===== src/rtl/display_bank_if.sv =====
// display_bank_if: update/readback strobes and scanned display outputs of the display bank
interface display_bank_if #(
  parameter int WIDTH = 8,
  parameter int CHANNELS = 4,
  parameter int AW = (CHANNELS > 1) ? $clog2(CHANNELS) : 1
);
  logic wr_en_i;
  logic [1:0] wr_op_i;
  logic [AW-1:0] wr_addr_i;
  logic [WIDTH-1:0] wr_data_i;
  logic [AW-1:0] rd_addr_i;
  logic [WIDTH-1:0] rd_data_o;
  logic [WIDTH-1:0] display_o;
  logic [CHANNELS-1:0] select_o;
  logic frame_o;
  modport master (
    output wr_en_i, wr_op_i, wr_addr_i, wr_data_i, rd_addr_i,
    input rd_data_o, display_o, select_o, frame_o
  );
  modport slave (
    input wr_en_i, wr_op_i, wr_addr_i, wr_data_i, rd_addr_i,
    output rd_data_o, display_o, select_o, frame_o
  );
endinterface


===== src/rtl/display_bank.sv =====
// display_bank: channel register bank with set/clear/toggle updates, readback and prescaled scan-out
module display_bank #(
  parameter int WIDTH = 8,
  parameter int CHANNELS = 4,
  parameter int DIV = 1000
) (
  input logic clk,
  input logic reset_i,
  display_bank_if.slave bus
);
  localparam int AW = (CHANNELS > 1) ? $clog2(CHANNELS) : 1;
  localparam int CW = (DIV > 1) ? $clog2(DIV) : 1;
  localparam logic [AW:0] NCH = (AW+1)'(CHANNELS);
  localparam logic [AW-1:0] SCAN_0 = '0;
  localparam logic [AW-1:0] SCAN_LAST = AW'(CHANNELS - 1);
  localparam logic [CW-1:0] CNT_MAX = CW'(DIV - 1);
  logic [WIDTH-1:0] bank_q [CHANNELS];
  logic [WIDTH-1:0] bank_d [CHANNELS];
  logic [CW-1:0] cnt_q, cnt_d;
  logic [AW-1:0] idx_q, idx_d;
  logic [WIDTH-1:0] rd_q, rd_d, disp_q, disp_d, cur, upd;
  logic [CHANNELS-1:0] sel_q, sel_d;
  logic frame_q, frame_d, tick, wr_hit, rd_hit;
  assign tick = cnt_q == CNT_MAX;
  assign wr_hit = bus.wr_en_i && ({1'b0, bus.wr_addr_i} < NCH);
  assign rd_hit = {1'b0, bus.rd_addr_i} < NCH;
  assign cur = bank_q[bus.wr_addr_i];
  assign upd = bus.wr_op_i == 2'b00 ? bus.wr_data_i :
               bus.wr_op_i == 2'b01 ? cur | bus.wr_data_i :
               bus.wr_op_i == 2'b10 ? cur & ~bus.wr_data_i : cur ^ bus.wr_data_i;
  always_comb begin
    bank_d = bank_q;
    if (wr_hit) bank_d[bus.wr_addr_i] = upd;
  end
  // scan-out reads the pre-edge bank at the index being entered, so select and data move together
  always_comb begin
    cnt_d = tick ? '0 : cnt_q + CW'(1);
    idx_d = !tick ? idx_q : (idx_q == SCAN_LAST ? SCAN_0 : idx_q + AW'(1));
    rd_d = rd_hit ? bank_q[bus.rd_addr_i] : '0;
    disp_d = bank_q[idx_d];
    sel_d = '0;
    sel_d[idx_d] = 1'b1;
    frame_d = tick && idx_d == SCAN_0;
  end
  always_ff @(posedge clk) begin
    if (reset_i) begin
      bank_q <= '{default: '0};
      cnt_q <= '0;
      idx_q <= SCAN_0;
      rd_q <= '0;
      disp_q <= '0;
      sel_q <= CHANNELS'(1);
      frame_q <= 1'b0;
    end else begin
      bank_q <= bank_d;
      cnt_q <= cnt_d;
      idx_q <= idx_d;
      rd_q <= rd_d;
      disp_q <= disp_d;
      sel_q <= sel_d;
      frame_q <= frame_d;
    end
  end
  assign bus.rd_data_o = rd_q;
  assign bus.display_o = disp_q;
  assign bus.select_o = sel_q;
  assign bus.frame_o = frame_q;
endmodule


===== src/flat_wrapper.sv =====
// flat-port wrapper written by rule: the top's interface ports become plain ports
module display_bank_flat 
#(
  parameter int WIDTH = 8,
  parameter int CHANNELS = 4,
  parameter int DIV = 1000
)
  (clk, reset_i, bus_wr_en_i, bus_wr_op_i, bus_wr_addr_i, bus_wr_data_i, bus_rd_addr_i, bus_rd_data_o, bus_display_o, bus_select_o, bus_frame_o);
  display_bank_if #(.WIDTH(WIDTH), .CHANNELS(CHANNELS)) bus_i ();
  input logic clk;
  input logic reset_i;
  input wire logic [$bits(bus_i.wr_en_i)-1:0] bus_wr_en_i;
  input wire logic [$bits(bus_i.wr_op_i)-1:0] bus_wr_op_i;
  input wire logic [$bits(bus_i.wr_addr_i)-1:0] bus_wr_addr_i;
  input wire logic [$bits(bus_i.wr_data_i)-1:0] bus_wr_data_i;
  input wire logic [$bits(bus_i.rd_addr_i)-1:0] bus_rd_addr_i;
  output wire logic [$bits(bus_i.rd_data_o)-1:0] bus_rd_data_o;
  output wire logic [$bits(bus_i.display_o)-1:0] bus_display_o;
  output wire logic [$bits(bus_i.select_o)-1:0] bus_select_o;
  output wire logic [$bits(bus_i.frame_o)-1:0] bus_frame_o;
  assign bus_i.wr_en_i = bus_wr_en_i;
  assign bus_i.wr_op_i = bus_wr_op_i;
  assign bus_i.wr_addr_i = bus_wr_addr_i;
  assign bus_i.wr_data_i = bus_wr_data_i;
  assign bus_i.rd_addr_i = bus_rd_addr_i;
  assign bus_rd_data_o = bus_i.rd_data_o;
  assign bus_display_o = bus_i.display_o;
  assign bus_select_o = bus_i.select_o;
  assign bus_frame_o = bus_i.frame_o;
  display_bank #(.WIDTH(WIDTH), .CHANNELS(CHANNELS), .DIV(DIV)) u_core (.clk(clk), .reset_i(reset_i), .bus(bus_i));
endmodule

===== config.mk =====
export PLATFORM = sky130hd
export DESIGN_NAME = display_bank_flat
export DESIGN_NICKNAME = d
export VERILOG_FILES = /design/src/rtl/display_bank_if.sv /design/src/rtl/display_bank.sv /design/src/flat_wrapper.sv
export SDC_FILE = /design/constraint.sdc
export NUM_CORES = 1
export LEC_CHECK = 0
export CAP_MARGIN = 20
export CORE_MARGIN = 8
export CORE_UTILIZATION = 35
export DETAILED_ROUTE_END_ITERATION = 7
export DONT_BUFFER_PORTS = 1
export GPL_TIMING_DRIVEN = 0
export HOLD_SLACK_MARGIN = 0.03
export PLACE_DENSITY_LB_ADDON = 0.25
export SYNTH_ARGS = -nofsm -noshare
export SYNTH_HDL_FRONTEND = slang
export SYNTH_SLANG_ARGS = --single-unit

===== constraint.sdc =====
create_clock -name clk -period 5.9 [get_ports clk]
set_clock_uncertainty 0.15 [all_clocks]
set_input_delay 0.59 -clock clk [delete_from_list [all_inputs] [get_ports clk]]
set_output_delay 0.59 -clock clk [all_outputs]
set_load 0.03 [all_outputs]

==> results.toml <==
[synthesis]
postSynthRegisterBits = 65
synthesis.area_per_instance_um2 = 9.45
yosys_warnings = 0
syn_nets = 391
async_flop_share = 0
synth_cells = 356
area_fraction_of_the_dominant_cell_type_after_synthesis = 0.387
yosysMostFrequentCell = "nand2_1"
ys_types = 44
synthTopCellsByCount = "nand2_1 (71), dfxtp_1 (65), a21oi_1 (34)"
dominantRegCellSynth = "dfxtp_1"
ys_top_cells_by_area = "dfxtp_1 (39%), mux4_2 (16%), nand2_1 (7.9%), ha_1 (6.7%), a21oi_1 (5.1%)"
netlist_area_um2 = 3360
post_synth_top_area_cell = "dfxtp_1"
synth_enable_flop_cells = 0
seq_area_frac_synth = 0.387

[clock_network]
cts-buffers-inserted = 9
ctsHoldBuffers = 0
post_cts.resized_instances = 0
cts-htree-levels = 3
cts_buffer_depth = 2
number_of_sinks_driven_by_the_clock_tree = 65
clk_transition_reported_paths_ns = 0.06
cts-root-buf = "clkbuf_8"
postCtsSetupRepairBufs = 0
clk_latency_ns = 0.34
tritoncts = "yes"

[pwr]
ir_worst_vdd_uv = 90.5
power.density_cell_area_nw_per_um2 = 259
power.leakage_nw = 1.36

[timing]
tightest_slew_ns = 0.580
final_hold_viol_count = 0
fin_crit_ns = 2.59
drv_slew = 0
totalNegativeSetupSlack_ns = 0
post-route-period-util = 0.438
max_clock_freq_mhz = 387
setup_violating_endpoint_count_in_the_final_report = 0
rsz_0062_raised_after_global_routing = "no"
relSlewSlack = 0.613

[routing]
antenna_violating_nets_post_route = 0
detailedRoute.firstIterationViolations = 229
wl_met1_um = 3270
drtPass1Iterations = 6
top_layer_used = "met4"
routed-wl-met2_um = 3700
drt_wl_total_um = 7800
detail_route.drc_violations = 0
detail_route.vias_per_cell = 5.18
total_number_of_vias = 2591
met3_length_um = 683
detail_route.wl_per_cell_um = 15.6

[layout]
layout-drive-gt1-share = 0.135
multi_input_comb_area_um2 = 1890
area.sequential_um2 = 1300
antenna_cells_inserted = 0
final_design_area_no_fill_um2 = 3750
num-nets-final = 402
synth_to_final_area_change_pct = 11.6
fillers = 941

[setup_path]
critPathMaxFanout = 10
cp_cell_sequence = "buf_1 > mux4_2 > inv_1 > ha_1 > mux4_2 > nand2_1 > a21oi_1"
start_kind = "input pin"
worst_path_max_delay_cell = "mux4_2"
setup.reg_to_reg.worst_slack_ns = 3.51
end_kind = "flip-flop"
worst_ep_arrival_time_ns = 2.64
cp_data_required_time_ns = 5.95
cp_slowest_stage_delay_ns = 0.63
timing_worst_setup_path_type = "input pin to flip-flop"
critical-path-top-cell-by-count = "mux4_2"

[hold_path]
hold_path.class = "input pin to flip-flop"

[flow_run]
drv.max_cap_violation_count = 0

[floorplanning]
initial_utilization = 0.362
io_pins = 38
die_area_um2 = 13000
chipWidth_um = 114
placement_rows = 35
die_h_um = 114
design.core.area_um2 = 9280

[global_route]
grt_remaining_overflow = 0
grt_antenna_before_repair = 0
grt_util_all_layers = 0.129
grt_pass1_vias = 2554
wire_length_of_the_first_global_routing_pass_um = 13200
pin_count_of_the_biggest_net_entering_global_routing = 11

[run_status]
outcome = "complete, no violations"

[placed_design]
dpl-instance-area_um2 = 3530
gp_routability_congestion = 0.809
numPortBuffers = 0
dp_hpwl_um = 6160
-- worst max-delay path: cells and delay by family --
family | cells | cell delay (ns)
simple gates | 1 | 0.09
mux | 2 | 1.16
buf+inv | 2 | 0.52
compound gates | 1 | 0.06
fa+ha+maj | 1 | 0.21
-- routing by layer --
metal  vias up  track usage
li1       1261            -
met1      1231        0.156
met2        87        0.209
met3        12       0.0349
met4         0       0.0612
met5         -            0
-- stage by stage --
step	setup WS, ns	cells	total power, mW	utilization	hold WS, ns
after floorplan	3.20	356	0.533	-	0.283
after global placement	2.97	485	0.551	0.380	0.297
after detailed placement	2.96	485	0.554	0.380	0.307
after CTS	3.31	500	0.983	0.404	0.189
after global routing	3.17	500	1.02	0.404	0.193
final	3.31	500	0.974	0.404	0.200
-- layout by cell type (no fill, tap or decap), types with 2 or more instances in the layout --
cell type,instances
a21oi_1,34
buf_1,5
bufinv_16,2
clkbuf_1,13
clkbuf_8,12
dfxtp_1,65
ha_1,18
inv_1,25
mux4_2,24
nand2_1,71
nand3_1,5
nor2_1,29
nor2b_1,8
nor3_1,8
o21ai_1,2
o221ai_1,8
o31ai_1,8
xnor2_1,3
xor2_1,4
-- layout make-up --
class / instances / share of cell area
Inverter: 26 / 0.0260
Tap cell: 129 / 0.0430
Clock inverter: 2 / 0.0160
Sequential cell: 65 / 0.347
Multi-Input combinational cell: 246 / 0.502
Buffer: 19 / 0.0213
Clock buffer: 13 / 0.0450
-- state kept, by name (all words and copies together), names as in the netlist --
register	count
u_core.cnt_q	10
u_core.bus.frame_o	1
u_core.bus.display_o	8
u_core.bus.select_o	4
u_core.idx_q	2
u_core.bus.rd_data_o	8
u_core.bank_q	32
-- worst paths after layout --
kind / startpoint / to / depth (start not counted)
max: bus_wr_addr_i[0] / u_core.bank_q[29]$_SDFFE_PP0P_ / 7
min: reset_i / u_core.idx_q[1]$_SDFF_PP0_ / 1
max reg2reg: u_core.cnt_q[0]$_SDFF_PP0_ / u_core.bus.display_o[6]$_SDFF_PP0_ / 7
min reg2reg: u_core.cnt_q[0]$_SDFF_PP0_ / u_core.cnt_q[0]$_SDFF_PP0_ / 1
-- kinds of logic (layout without fill, tap and decap cells) --
family	after synthesis	after routing	synth area share
AND/OR/NAND/NOR	136	136	0.195
XOR/XNOR	7	7	0.0182
buffers and inverters	45	60	0.0528
multiplexers	26	26	0.168
AO/OA/AOI/OAI	59	59	0.113
adder cells (fa/ha/maj)	18	18	0.0669
flip-flops	65	65	0.387
-- report_power, final --
part	internal, mW	switching, mW
registers	0.450	0.0150
clock network	0.271	0.161
logic	0.0341	0.0436
(Power assumes the default switching activity.)
